==> src/rtl/csa_serial_add_ctrl.sv <==
// Serial wide adder: one SLICE_W-bit carry-select slice is reused across
// NUM_SLICES operand slices, LSB first, with a registered inter-slice carry.
module csa_serial_add_ctrl #(
  parameter int unsigned SLICE_W    = 5,
  parameter int unsigned NUM_SLICES = 4
) (
  input  logic                          i_clk,
  input  logic                          i_rst_n,
  input  logic                          i_valid,
  output logic                          o_ready,
  input  logic [SLICE_W*NUM_SLICES-1:0] i_add_term1,
  input  logic [SLICE_W*NUM_SLICES-1:0] i_add_term2,
  input  logic                          i_cin,
  output logic                          o_valid,
  input  logic                          i_ready,
  output logic [SLICE_W*NUM_SLICES-1:0] o_sum,
  output logic                          o_cout,
  output logic                          o_busy
);

  localparam int unsigned W     = SLICE_W * NUM_SLICES;
  localparam int unsigned IDX_W = (NUM_SLICES > 1) ? $clog2(NUM_SLICES) : 1;

  typedef enum logic [1:0] {
    S_IDLE = 2'd0,
    S_RUN  = 2'd1,
    S_DONE = 2'd2
  } state_t;

  state_t             state_q, state_d;
  logic [IDX_W-1:0]   idx_q, idx_d;
  logic               carry_q, carry_d;
  logic [W-1:0]       a_q, a_d;
  logic [W-1:0]       b_q, b_d;
  logic [W-1:0]       sum_q, sum_d;
  logic               cout_q, cout_d;

  logic [SLICE_W-1:0] slice_a, slice_b;
  logic [SLICE_W:0]   cand0, cand1, cand_sel;
  logic               last_slice;

  // Carry-select slice: both carry-in candidates, picked by the carry register
  always_comb begin
    slice_a    = a_q[idx_q*SLICE_W +: SLICE_W];
    slice_b    = b_q[idx_q*SLICE_W +: SLICE_W];
    cand0      = {1'b0, slice_a} + {1'b0, slice_b};
    cand1      = cand0 + (SLICE_W+1)'(1);
    cand_sel   = carry_q ? cand1 : cand0;
    last_slice = (idx_q == IDX_W'(NUM_SLICES - 1));
  end

  always_comb begin
    state_d = state_q;
    idx_d   = idx_q;
    carry_d = carry_q;
    a_d     = a_q;
    b_d     = b_q;
    sum_d   = sum_q;
    cout_d  = cout_q;
    unique case (state_q)
      S_IDLE: begin
        if (i_valid) begin
          a_d     = i_add_term1;
          b_d     = i_add_term2;
          carry_d = i_cin;
          idx_d   = '0;
          sum_d   = '0;
          state_d = S_RUN;
        end
      end
      S_RUN: begin
        sum_d[idx_q*SLICE_W +: SLICE_W] = cand_sel[SLICE_W-1:0];
        carry_d                         = cand_sel[SLICE_W];
        idx_d                           = idx_q + IDX_W'(1);
        if (last_slice) begin
          cout_d  = cand_sel[SLICE_W];
          idx_d   = '0;
          state_d = S_DONE;
        end
      end
      S_DONE: begin
        if (i_ready) begin
          state_d = S_IDLE;
        end
      end
      default: state_d = S_IDLE;
    endcase
  end

  always_ff @(posedge i_clk or negedge i_rst_n) begin
    if (!i_rst_n) begin
      state_q <= S_IDLE;
      idx_q   <= '0;
      carry_q <= 1'b0;
      a_q     <= '0;
      b_q     <= '0;
      sum_q   <= '0;
      cout_q  <= 1'b0;
    end else begin
      state_q <= state_d;
      idx_q   <= idx_d;
      carry_q <= carry_d;
      a_q     <= a_d;
      b_q     <= b_d;
      sum_q   <= sum_d;
      cout_q  <= cout_d;
    end
  end

  assign o_ready = (state_q == S_IDLE);
  assign o_busy  = (state_q != S_IDLE);
  assign o_valid = (state_q == S_DONE);
  assign o_sum   = sum_q;
  assign o_cout  = cout_q;

endmodule

==> config.mk <==
export PLATFORM = sky130hd
export DESIGN_NAME = csa_serial_add_ctrl
export DESIGN_NICKNAME = d
export VERILOG_FILES = /design/src/rtl/csa_serial_add_ctrl.sv
export SDC_FILE = /design/constraint.sdc
export NUM_CORES = 1
export LEC_CHECK = 0
export CAP_MARGIN = 10
export CORE_MARGIN = 2
export CORE_UTILIZATION = 50
export DETAILED_ROUTE_END_ITERATION = 6
export PLACE_DENSITY_LB_ADDON = 0.1
export SKIP_CTS_REPAIR_TIMING = 1
export SLEW_MARGIN = 5
export SYNTH_ARGS = -nofsm -noshare
export SYNTH_HDL_FRONTEND = slang
export SYNTH_SLANG_ARGS = --single-unit
==> constraint.sdc <==
create_clock -name i_clk -period 4 [get_ports i_clk]
set_clock_uncertainty 0.05 [all_clocks]
set_input_delay 0.8 -clock i_clk [delete_from_list [all_inputs] [get_ports i_clk]]
set_output_delay 0.8 -clock i_clk [all_outputs]
set_load 0.02 [all_outputs]
======== Yosys cells after proc, flatten, opt, wreduce, memory -nomap -nowiden ========
Index checks and enable logic that the tools add are counted.
operators by class
  $add $sub $neg .......................... 4
  multipliers ............................. 1
  eq/ne operators ......................... 6
  shifts and indexed selects .............. 4
  mux-type cells .......................... 13
  reduce and logical (&&, ||, !) cells .... 7
operators with widths
  cell                                                   count
  one-hot mux 20 bit (2 select lines)                    1
  variable part select 20 x 6 -> 5 bit                   2
  negator 5 -> 34 bit                                    1
  variable shift 5 x 34 -> 20 bit, first input constant  1
  variable part select 5 x 34 -> 20 bit                  1
  bitwise mux 20 bit                                     1
  2-to-1 mux 20 bit                                      1
  2-to-1 mux 2 bit                                       5
  adder 5 x 5 -> 6 bit                                   1
  adder 6 x 1 -> 6 bit, second input constant            1
  2-to-1 mux 6 bit                                       1
  one-hot mux 2 bit (3 select lines)                     1
  AND reduction 2 bit                                    3
  multiplier 2 x 3 -> 5 bit, second input constant       1
  == test 2 bit, second input constant                   2
  inequality test 2 bit, second input constant           2
  one-hot mux 2 bit (2 select lines)                     1
  nonzero test 2 bit                                     2
  AND reduction 3 bit                                    1
  adder 2 x 1 -> 2 bit, second input constant            1
  == test 2 x 1 -> 1 bit, second input constant          1
  logical NOT 2 bit                                      1
  inequality test 2 x 1 -> 1 bit, second input constant  1
  one-hot mux 1 bit (2 select lines)                     1
  2-to-1 mux 1 bit                                       1
storage, ports and cells
  bits in registers ....................... 66
  input port bits ......................... 45
  output and inout bits ................... 24
  logic and storage cells ................. 42

======== Logic depth before layout (Yosys ltp) ========
Gate-level depths: netlist (run 1).
  depth after elaboration ................. 8
  gate-level depth with buffers ........... 12
  mapped depth without buffers ............ 10

======== Worst setup path before layout (run 1) ========
Ideal clock, no wire load.
  kind .................................... flip-flop to flip-flop
  start ................................... reg idx_q[0]
  end ..................................... reg sum_q[14] (netlist: o_sum[14])
  setup time .............................. 0.130 ns
  arrival ................................. 2.843 ns
  data required time ...................... 3.820 ns
  slack ................................... 0.976 ns
  stages on the path, launching flop included .. 13
  path buffers ............................ 2
  period minus slack after synthesis ...... 3.024 ns
  cell sequence ........................... dfrtp_1 > buf_2 > buf_2 > mux4_2 > ha_1 > inv_1 > fa_1 > inv_1 > ha_1 > nand3_1 > nor3_1 > xnor2_1 > o21ai_1
between the ends
  longest elaborated chain between the ends .. 8
  elaborated cells on any way between the ends .. 11
  classes of those cells .................. 3 x add/sub; 1 x mul; 4 x shift; 3 x mux
RTL lines
  what                                                            line        source
  start: declaration                                              31          logic [IDX_W-1:0] idx_q, idx_d;
  start signal: assignment                                        101         idx_q <= idx_d;
  multiplier 2 x 3 -> 5 bit (*)                                   44, 45, 72
  variable part select 20 x 6 -> 5 bit, on equally long branches  44, 45
  adder 5 x 5 -> 6 bit                                            46          cand0 = {1'b0, slice_a} + {1'b0, slice_b};
  adder 6 x 1 -> 6 bit                                            47          cand1 = cand0 + (SLICE_W+1)'(1);
  2-to-1 mux 6 bit                                                48          cand_sel = carry_q ? cand1 : cand0;
  variable part select 5 x 34 -> 20 bit                           72          sum_d[idx_q*SLICE_W +: SLICE_W] = cand_sel[SLICE_W-1:0];
  bitwise mux 20 bit (*)                                          72
  one-hot mux 20 bit (2 select lines) (*)                         60          unique case (state_q)
  end signal: assignment                                          105         sum_q <= sum_d;
  end: declaration                                                35          logic [W-1:0] sum_q, sum_d;
Every way passes the cells marked *; elsewhere a longest branch is shown, timed or not.
A chain may end at the register's enable or synchronous reset.

======== Worst setup path in the final report (run 1) ========
  start ................................... reg idx_q[0]
  end ..................................... reg sum_q[4] (netlist: o_sum[4])
The elaborated chain is that of the path after synthesis.

==> results.cfg, run 1 <==
[floorplan]
die_h_um = 82.6
initial_core_util_pct = 51.9
die_area_um2 = 6830
rows = 28
placeableCoreArea_um2 = 5960
die_w_um = 82.6
io_pins = 69

[grt]
grt_pass1_vias = 2099
grt_max_degree = 42
grt_use_total_pct = 20.3
grt-ovfl-total = 0
grt_pass1_wl_um = 9960
antenna_found_initial = 0

[placed_design]
gp_congestion = 0.783
numPortBuffers = 68
dp_slack_ns = 0.761
hpwl_um = 4420
post-place-cells = 379

[sta]
setup_slack_ns = 0.797
slew_viol_final = 0
fin_hold_ws_ns = 0.433
worst_slew_pin_slew_ns = 0.913
hold_viol = 0
finalCriticalPeriod_ns = 3.20
slew_headroom_pct = 39.1
post-route-period-util_pct = 80.1
report.final.setup_viol = 0
final.setup.tns_ns = 0
fmax_ghz = 0.312
rsz0062_at_grt = no

[cts]
h-tree-depth = 3
insertion_delay_ns = 0.35
cts_made_buffers = 9
cts_sinks = 66
clk_path_buf_depth = 2
path_clk_slew_ns = 0.07
cts_tree = done
cts-root-buf = clkbuf_8

[cells_and_area]
syn2layout_area_growth_pct = 32.4
n_antenna_cell = 0
post-route-util_pct = 68.7
layout-drive-gt1-share_pct = 23.8
fill_cells = 487
nNetsFinal = 371
final-instance-count-excl-fill = 395
multi_input_area_um2 = 1340
regArea_um2 = 1650

[synth]
synth-adder-area-share_pct = 4.70
synth_edf_count = 0
synth_nets = 299
synth_most_common_cell = dfrtp_1
netlist.area_leader.share_pct = 53.4
yosysSeqAreaShare_pct = 53.4
synth_area_um2 = 3090
synth_top_flop_cell = dfrtp_1
yosys_register_bits = 66
synth_cell_type_count = 33
yosys.area_share.simple_pct = 7.37
synth-async-reset-ratio_pct = 100
synth_compound_area_share_pct = 7.21
synth_largest_area_cell = dfrtp_1
synth_cells = 243
netlist_top_cells_count = dfrtp_1 (66), mux2_2 (41), nand2_1 (27), o21ai_0 (19)
yosys-top-cells-area = dfrtp_1 (53%), mux2_2 (15%), mux4_2 (7.3%)
yosysWarnings = 0
synth-xor-area-share_pct = 1.94
synth_top_family_by_area = multiplexers
synthMuxAreaShare_pct = 22.2
syn_avg_cell_area_um2 = 12.7

[pwr]
vdd_drop_max_v = 0.000537
p_clk_share_pct = 17.8
leakage_nw = 1.73
p_per_area_nw_per_um2 = 1020
power.internal_w = 0.00254
pwr-share-seq_pct = 28.4
p_comb_share_pct = 53.8
switchingPower_w = 0.00165
swShare_pct = 39.5

[worst_setup_path]
slowest_delay_ns = 0.74
crit_fanout = 14
cp-end-kind = flop
required_ns = 4.17
arrival_ns = 3.37
path_cells = mux4_2, ha_1, inv_1, fa_1, inv_1, ha_1, nand3_1, nor3_1, xnor2_1, o21ai_1
critPathKind = flop to flop
start_kind = flop
crit_slowest_cell = dfrtp_1

[drt]
drc = 0
via_per_inst = 5.34
wl_per_cell_um = 15.3
drt_iter0_markers = 39
vias = 2111
postRouteAntennaNets = 0
dr.pass1.iters = 4
wl_um = 6030

[outcome]
status = finished, final reports clean

[hold_path]
hold_path.class = flop to flop

[run]
cap_violations = 0
final cells by class:
class                      instances  share of cell area, %
multi-input combinational        157                   32.8
inverter                          10                  0.917
clock buffer                      11                   3.46
tap                               75                   2.29
sequential                        66                   40.4
clock inverter                     5                   3.06
timing repair buffer              71                   17.1
state kept, by name, indices dropped and copies added (netlist names):
| register | flops |
|---|---|
| b_q | 20 |
| a_q | 20 |
| state_q | 2 |
| o_sum | 20 |
| o_cout | 1 |
| idx_q | 2 |
| carry_q | 1 |
power groups by stage:
stage / registers (W) / clock network [W] / logic (W)
floorplan: 0.00119 / 0 / 0.00163
global placement: 0.00120 / 0 / 0.00222
detailed placement: 0.00121 / 0 / 0.00227
CTS: 0.00120 / 0.000756 / 0.00228
global route: 0.00124 / 0.000786 / 0.00250
finish: 0.00119 / 0.000744 / 0.00226
layer usage:
layer | global-route usage, % | part of all wire, % | vias to the layer above
met2 | 33.4 | 50 | 49
met3 | 4.67 | 4.0 | 12
met4 | 11.0 | 2.5 | 0
met1 | 24.9 | 44 | 1043
li1 | - | - | 1007
met5 | 0 | 0 | -
through the flow:
step | area [um^2] | power (W)
final | 4090 | 0.00419
after global routing | 4090 | 0.00453
after CTS | 4090 | 0.00423
after detailed placement | 3820 | 0.00348
after global placement | 3820 | 0.00342
after floorplan | 3090 | 0.00283
placed cells by master (no fill, tap or decap), types with 5 or more instances in the layout:
master,n
a21oi_1,5
clkbuf_8,10
clkdlybuf4s50_1,67
dfrtp_1,66
ha_1,10
inv_1,10
mux2_2,41
mux4_2,10
nand2_1,27
nor2_1,9
o21ai_0,19
cell families (layout without fill, tap and decap cells):
group | after synthesis | after routing
mux | 51 | 51
compound gates | 38 | 38
xor+xnor | 6 | 6
fa+ha+maj | 11 | 11
simple gates | 51 | 51
flops | 66 | 66
buf+inv | 20 | 97
final timing paths:
path	startpoint	end	slack (ns)	cells after the start
min in group asynchronous	i_rst_n	a_q[0]$_DFFE_PN0P_	0.53	1
max in group asynchronous	i_rst_n	o_sum[18]$_DFFE_PN0P_	2.51	2
max	idx_q[0]$_DFFE_PN0P_	o_sum[4]$_DFFE_PN0P_	0.80	10
max reg2reg	idx_q[0]$_DFFE_PN0P_	o_sum[4]$_DFFE_PN0P_	0.80	10
min reg2reg	o_sum[5]$_DFFE_PN0P_	o_sum[5]$_DFFE_PN0P_	0.43	2
min	o_sum[5]$_DFFE_PN0P_	o_sum[5]$_DFFE_PN0P_	0.43	2
critical path, delay by kind of cell, from the launching register on:
family,cells,cell delay (ns)
xor gates and xnor gates,1,0.24
buffers and inverters,2,0.15
adders and majority gates,3,0.84
AOI/OAI and AO/OA,1,0.12
and+or+nand+nor,2,0.33
muxes,1,0.59
DFF,1,0.74
(Power assumes the default switching activity.)
==> run 2, diff against run 1 <==
==> constraint.sdc (replaced) <==
create_clock -name i_clk -period 3 [get_ports i_clk]
set_clock_uncertainty 0.05 [all_clocks]
set_input_delay 0.6 -clock i_clk [delete_from_list [all_inputs] [get_ports i_clk]]
set_output_delay 0.6 -clock i_clk [all_outputs]
set_load 0.02 [all_outputs]
==> results.cfg, run 2 (synthesis results as in run 1) <==
[placed_design]
hpwl_um = 4540
numPortBuffers = 68
gp_congestion = 0.865
post-place-cells = 384

[sta]
hold_viol = 0
finalCriticalPeriod_ns = 2.75
slew_viol_final = 0
slew_headroom_pct = 60.4
rsz0062_at_grt = no
worst_slew_pin_slew_ns = 0.593
fmax_ghz = 0.363
post-route-period-util_pct = 91.7
report.final.setup_viol = 0
final.setup.tns_ns = 0

[worst_setup_path]
critPathCapture = o_sum[4]$_DFFE_PN0P_
r2r-end = o_sum[4]$_DFFE_PN0P_
crit_slowest_cell = mux4_2
crit_fanout = 4
slowest_delay_ns = 0.51
rr_startpoint = idx_q[0]$_DFFE_PN0P_
critPathKind = flop to flop
ff2ff_path_depth = 10
path_cells = mux4_2, ha_1, inv_1, fa_1, inv_1, ha_1, nand3_1, nor3_1, xnor2_1, o21ai_1
arrival_ns = 2.91
start_kind = flop
crit_start = idx_q[0]$_DFFE_PN0P_
required_ns = 3.16
rrSetupSlack_ns = 0.25
cp-end-kind = flop

[pwr]
p_comb_share_pct = 58.8
pwr-share-seq_pct = 28.5
p_per_area_nw_per_um2 = 1340
totalPowerFinal_w = 0.00545
switchingPower_w = 0.00224
swShare_pct = 41.1
p_clk_share_pct = 12.8
vdd_drop_max_v = 0.000792
power.internal_w = 0.00321
leakage_nw = 1.71

[floorplan]
io_pins = 69
rows = 28
placeableCoreArea_um2 = 5960
die_area_um2 = 6830
die_h_um = 82.6
initial_core_util_pct = 51.9
die_w_um = 82.6

[cells_and_area]
fill_cells = 477
final_common_cell = clkdlybuf4s50_1
n_antenna_cell = 0
final_cell_mix = clkdlybuf4s50_1 (67), dfrtp_1 (65), mux2_2 (41)
nNetsFinal = 376
layout-drive-gt1-share_pct = 24.3
final-instance-count-excl-fill = 400
syn2layout_area_growth_pct = 31.3

[hold_path]
hold_path.class = primary input to async pin

[cts]
cts_made_buffers = 9
insertion_delay_ns = 0.33
cts_tree = done
path_clk_slew_ns = 0.07
cts_sinks = 66
cts-root-buf = clkbuf_8
clk_path_buf_depth = 2
h-tree-depth = 3

[grt]
antenna_found_initial = 0
grt_pass1_wl_um = 10100
grt_use_total_pct = 20.4
grt_pass1_vias = 2110
grt_max_degree = 27
grt-ovfl-total = 0

[run]
cap_violations = 0

[drt]
drt_iter0_markers = 48
via_per_inst = 5.32
postRouteAntennaNets = 0
vias = 2128
dr.pass1.iters = 4
drc = 0
wl_per_cell_um = 15.1
wl_um = 6030

[outcome]
status = finished, final reports clean
-- run 2: area by class of cell --
| class | instances | area (um^2) | share of cell area (%) |
|---|---|---|---|
| flip-flops and latches | 66 | 1650 | 40.7 |
| multi-input cells | 157 | 1340 | 33.1 |
| repair buffers | 76 | 752 | 18.5 |
| clock buffers | 13 | 139 | 3.42 |
| well taps | 75 | 93.8 | 2.31 |
| clock inverters | 3 | 40.0 | 0.986 |
| inverters | 10 | 37.5 | 0.925 |
-- run 2: metal layers --
layer	GRT usage, %	routed length (um)
met1	27.0	2690
met3	4.24	248
met5	0	0
met4	8.36	112
met2	32.8	2970
-- run 2: worst min-delay path by stage --
| stage | start | end | slack [ns] | depth (start not counted) |
|---|---|---|---|---|
| 3_3_place_gp | o_sum[13]$_DFFE_PN0P_ | o_sum[13]$_DFFE_PN0P_ | 0.41 | 2 |
| 3_5_place_dp | o_sum[18]$_DFFE_PN0P_ | o_sum[18]$_DFFE_PN0P_ | 0.42 | 2 |
| 4_1_cts | i_rst_n | o_cout$_DFFE_PN0P_ | 0.12 | 1 |
| 2_1_floorplan | i_rst_n | a_q[0]$_DFFE_PN0P_ | 0.25 | 0 |
| 5_1_grt | i_rst_n | o_cout$_DFFE_PN0P_ | 0.13 | 1 |
| 6_report | i_rst_n | o_cout$_DFFE_PN0P_ | 0.12 | 1 |
-- run 2: per-stage QoR --
| stage | util, % | worst slack (ns) | instance area (um^2) | hold WS [ns] |
|---|---|---|---|---|
| after global routing | 68.2 | 0.0414 | 4060 | 0.130 |
| after detailed placement | 65.1 | 0.182 | 3870 | 0.420 |
| final | 68.2 | 0.249 | 4060 | 0.118 |
| after CTS | 68.1 | 0.188 | 4050 | 0.118 |
| after global placement | 65.1 | 0.271 | 3870 | 0.411 |
| after floorplan | - | 0.0484 | 3090 | 0.254 |
-- run 2: worst max-delay path: cells and delay by family, from the launching register on --
family | cells | cell delay [ns]
compound gates | 1 | 0.12
xor+xnor | 1 | 0.23
fa+ha+maj | 3 | 0.84
buf+inv | 2 | 0.15
flops | 1 | 0.41
mux | 1 | 0.51
simple gates | 2 | 0.31
-- run 2: power by group through the flow --
stage / combinational, W / sequential (W) / clock [W]
after CTS: 0.00322 / 0.00156 / 0.000713
final: 0.00320 / 0.00155 / 0.000697
after global routing: 0.00352 / 0.00160 / 0.000765
after global placement: 0.00312 / 0.00156 / 0
after detailed placement: 0.00319 / 0.00157 / 0
after floorplan: 0.00218 / 0.00159 / 0
==> run 3, diff against run 2 <==
--- a/config.mk
+++ b/config.mk
@@ -9,6 +9,7 @@
 export CORE_MARGIN = 2
 export CORE_UTILIZATION = 50
 export DETAILED_ROUTE_END_ITERATION = 6
+export MAX_ROUTING_LAYER = met4
 export PLACE_DENSITY_LB_ADDON = 0.1
 export SKIP_CTS_REPAIR_TIMING = 1
 export SLEW_MARGIN = 5
==> results.cfg, run 3 (synthesis results as in run 1) <==
[outcome]
status = finished, final reports clean

[pwr]
pwr-share-seq_pct = 28.4
power.internal_w = 0.00321
swShare_pct = 41.1
vdd_drop_max_v = 0.000792
p_per_area_nw_per_um2 = 1340
switchingPower_w = 0.00225
leakage_nw = 1.71
p_comb_share_pct = 58.7
totalPowerFinal_w = 0.00546
p_clk_share_pct = 12.8

[worst_setup_path]
crit_start = idx_q[0]$_DFFE_PN0P_
critPathKind = flop to flop
crit_fanout = 4
required_ns = 3.16
rr_startpoint = idx_q[0]$_DFFE_PN0P_
arrival_ns = 2.91
cp-end-kind = flop
start_kind = flop

[drt]
vias = 2115
wl_um = 6030
drt_iter0_markers = 75
via_per_inst = 5.29
dr.pass1.iters = 4
drc = 0
postRouteAntennaNets = 0
wl_per_cell_um = 15.1

[floorplan]
die_w_um = 82.6
die_h_um = 82.6
placeableCoreArea_um2 = 5960
initial_core_util_pct = 51.9
die_area_um2 = 6830
io_pins = 69
rows = 28

[cells_and_area]
post-route-util_pct = 68.2
final_cell_mix = clkdlybuf4s50_1 (67), dfrtp_1 (65), mux2_2 (41)
nNetsFinal = 376
syn2layout_area_growth_pct = 31.3
n_antenna_cell = 0
fill_cells = 477
layout-drive-gt1-share_pct = 24.3
final_common_cell = clkdlybuf4s50_1

[sta]
slew_viol_final = 0
rsz0062_at_grt = no
finalCriticalPeriod_ns = 2.75
hold_viol = 0
post-route-period-util_pct = 91.7
fmax_ghz = 0.364
worst_slew_pin_slew_ns = 0.574
slew_headroom_pct = 61.7
final.setup.tns_ns = 0
report.final.setup_viol = 0

[placed_design]
hpwl_um = 4540
gp_congestion = 0.879
numPortBuffers = 68

[cts]
cts-root-buf = clkbuf_8
clk_path_buf_depth = 2
insertion_delay_ns = 0.34
h-tree-depth = 3
path_clk_slew_ns = 0.07
cts_sinks = 66
cts_made_buffers = 9
cts_tree = done

[grt]
grt-ovfl-total = 0
antenna_found_initial = 0
grt_use_total_pct = 20.9
grt_pass1_wl_um = 10100
grt_pass1_vias = 2120
grt_max_degree = 27

[run]
cap_violations = 0

[hold_path]
hold_path.class = primary input to async pin
[run 3: cell counts in the layout (fill, tap and decap cells not counted)]
No cell type changed its count.
[run 3: worst paths after layout]
| check | end | slack (ns) | cells past startpoint |
|---|---|---|---|
| max reg2reg | o_sum[4]$_DFFE_PN0P_ | 0.25 | 10 |
| max | o_sum[4]$_DFFE_PN0P_ | 0.25 | 10 |
| min | o_cout$_DFFE_PN0P_ | 0.11 | 1 |
| min reg2reg | o_sum[5]$_DFFE_PN0P_ | 0.43 | 2 |
| min in group i_clk | o_sum[5]$_DFFE_PN0P_ | 0.43 | 2 |
| max in group asynchronous | idx_q[0]$_DFFE_PN0P_ | 2.11 | 2 |
[run 3: metal layers]
layer	up-vias	part of all wire, %	GRT usage [%]
li1	1014	-	-
met1	1037	45	26.8
met2	54	49	32.9
met3	10	4.2	4.24
met4	0	1.6	8.36
met5	-	0	-
[run 3: final cells by class]
cell class	instances	area [um^2]	share of cell area, %
sequential	66	1650	40.7
tap	75	93.8	2.31
inverter	10	37.5	0.925
clock inverter	3	40.0	0.986
clock buffer	13	139	3.42
multi-input combinational	157	1340	33.1
timing repair buffer	76	752	18.5
[run 3: power by group through the flow]
| stage | sequential, W | combinational (W) | clock, W |
|---|---|---|---|
| 6_report | 0.00155 | 0.00320 | 0.000701 |
| 4_1_cts | 0.00156 | 0.00322 | 0.000713 |
| 3_3_place_gp | 0.00156 | 0.00312 | 0 |
| 3_5_place_dp | 0.00157 | 0.00319 | 0 |
| 5_1_grt | 0.00160 | 0.00352 | 0.000765 |
| 2_1_floorplan | 0.00159 | 0.00218 | 0 |
[run 3: critical path, cell delays in order, from the launching register on]
cell and delay [ns]:
dfrtp_2 0.41, mux4_2 0.51, ha_1 0.24, inv_1 0.07
fa_1 0.44, inv_1 0.08, ha_1 0.16, nand3_1 0.07
nor3_1 0.24, xnor2_1 0.24, o21ai_1 0.12
[run 3: per-stage QoR]
stage	worst slack, ns	hold WS [ns]	cells	area [um^2]
2_1_floorplan	0.0484	0.254	243	3090
3_3_place_gp	0.271	0.411	384	3870
3_5_place_dp	0.182	0.420	384	3870
4_1_cts	0.188	0.118	400	4050
5_1_grt	0.0412	0.130	400	4060
6_report	0.250	0.112	400	4060
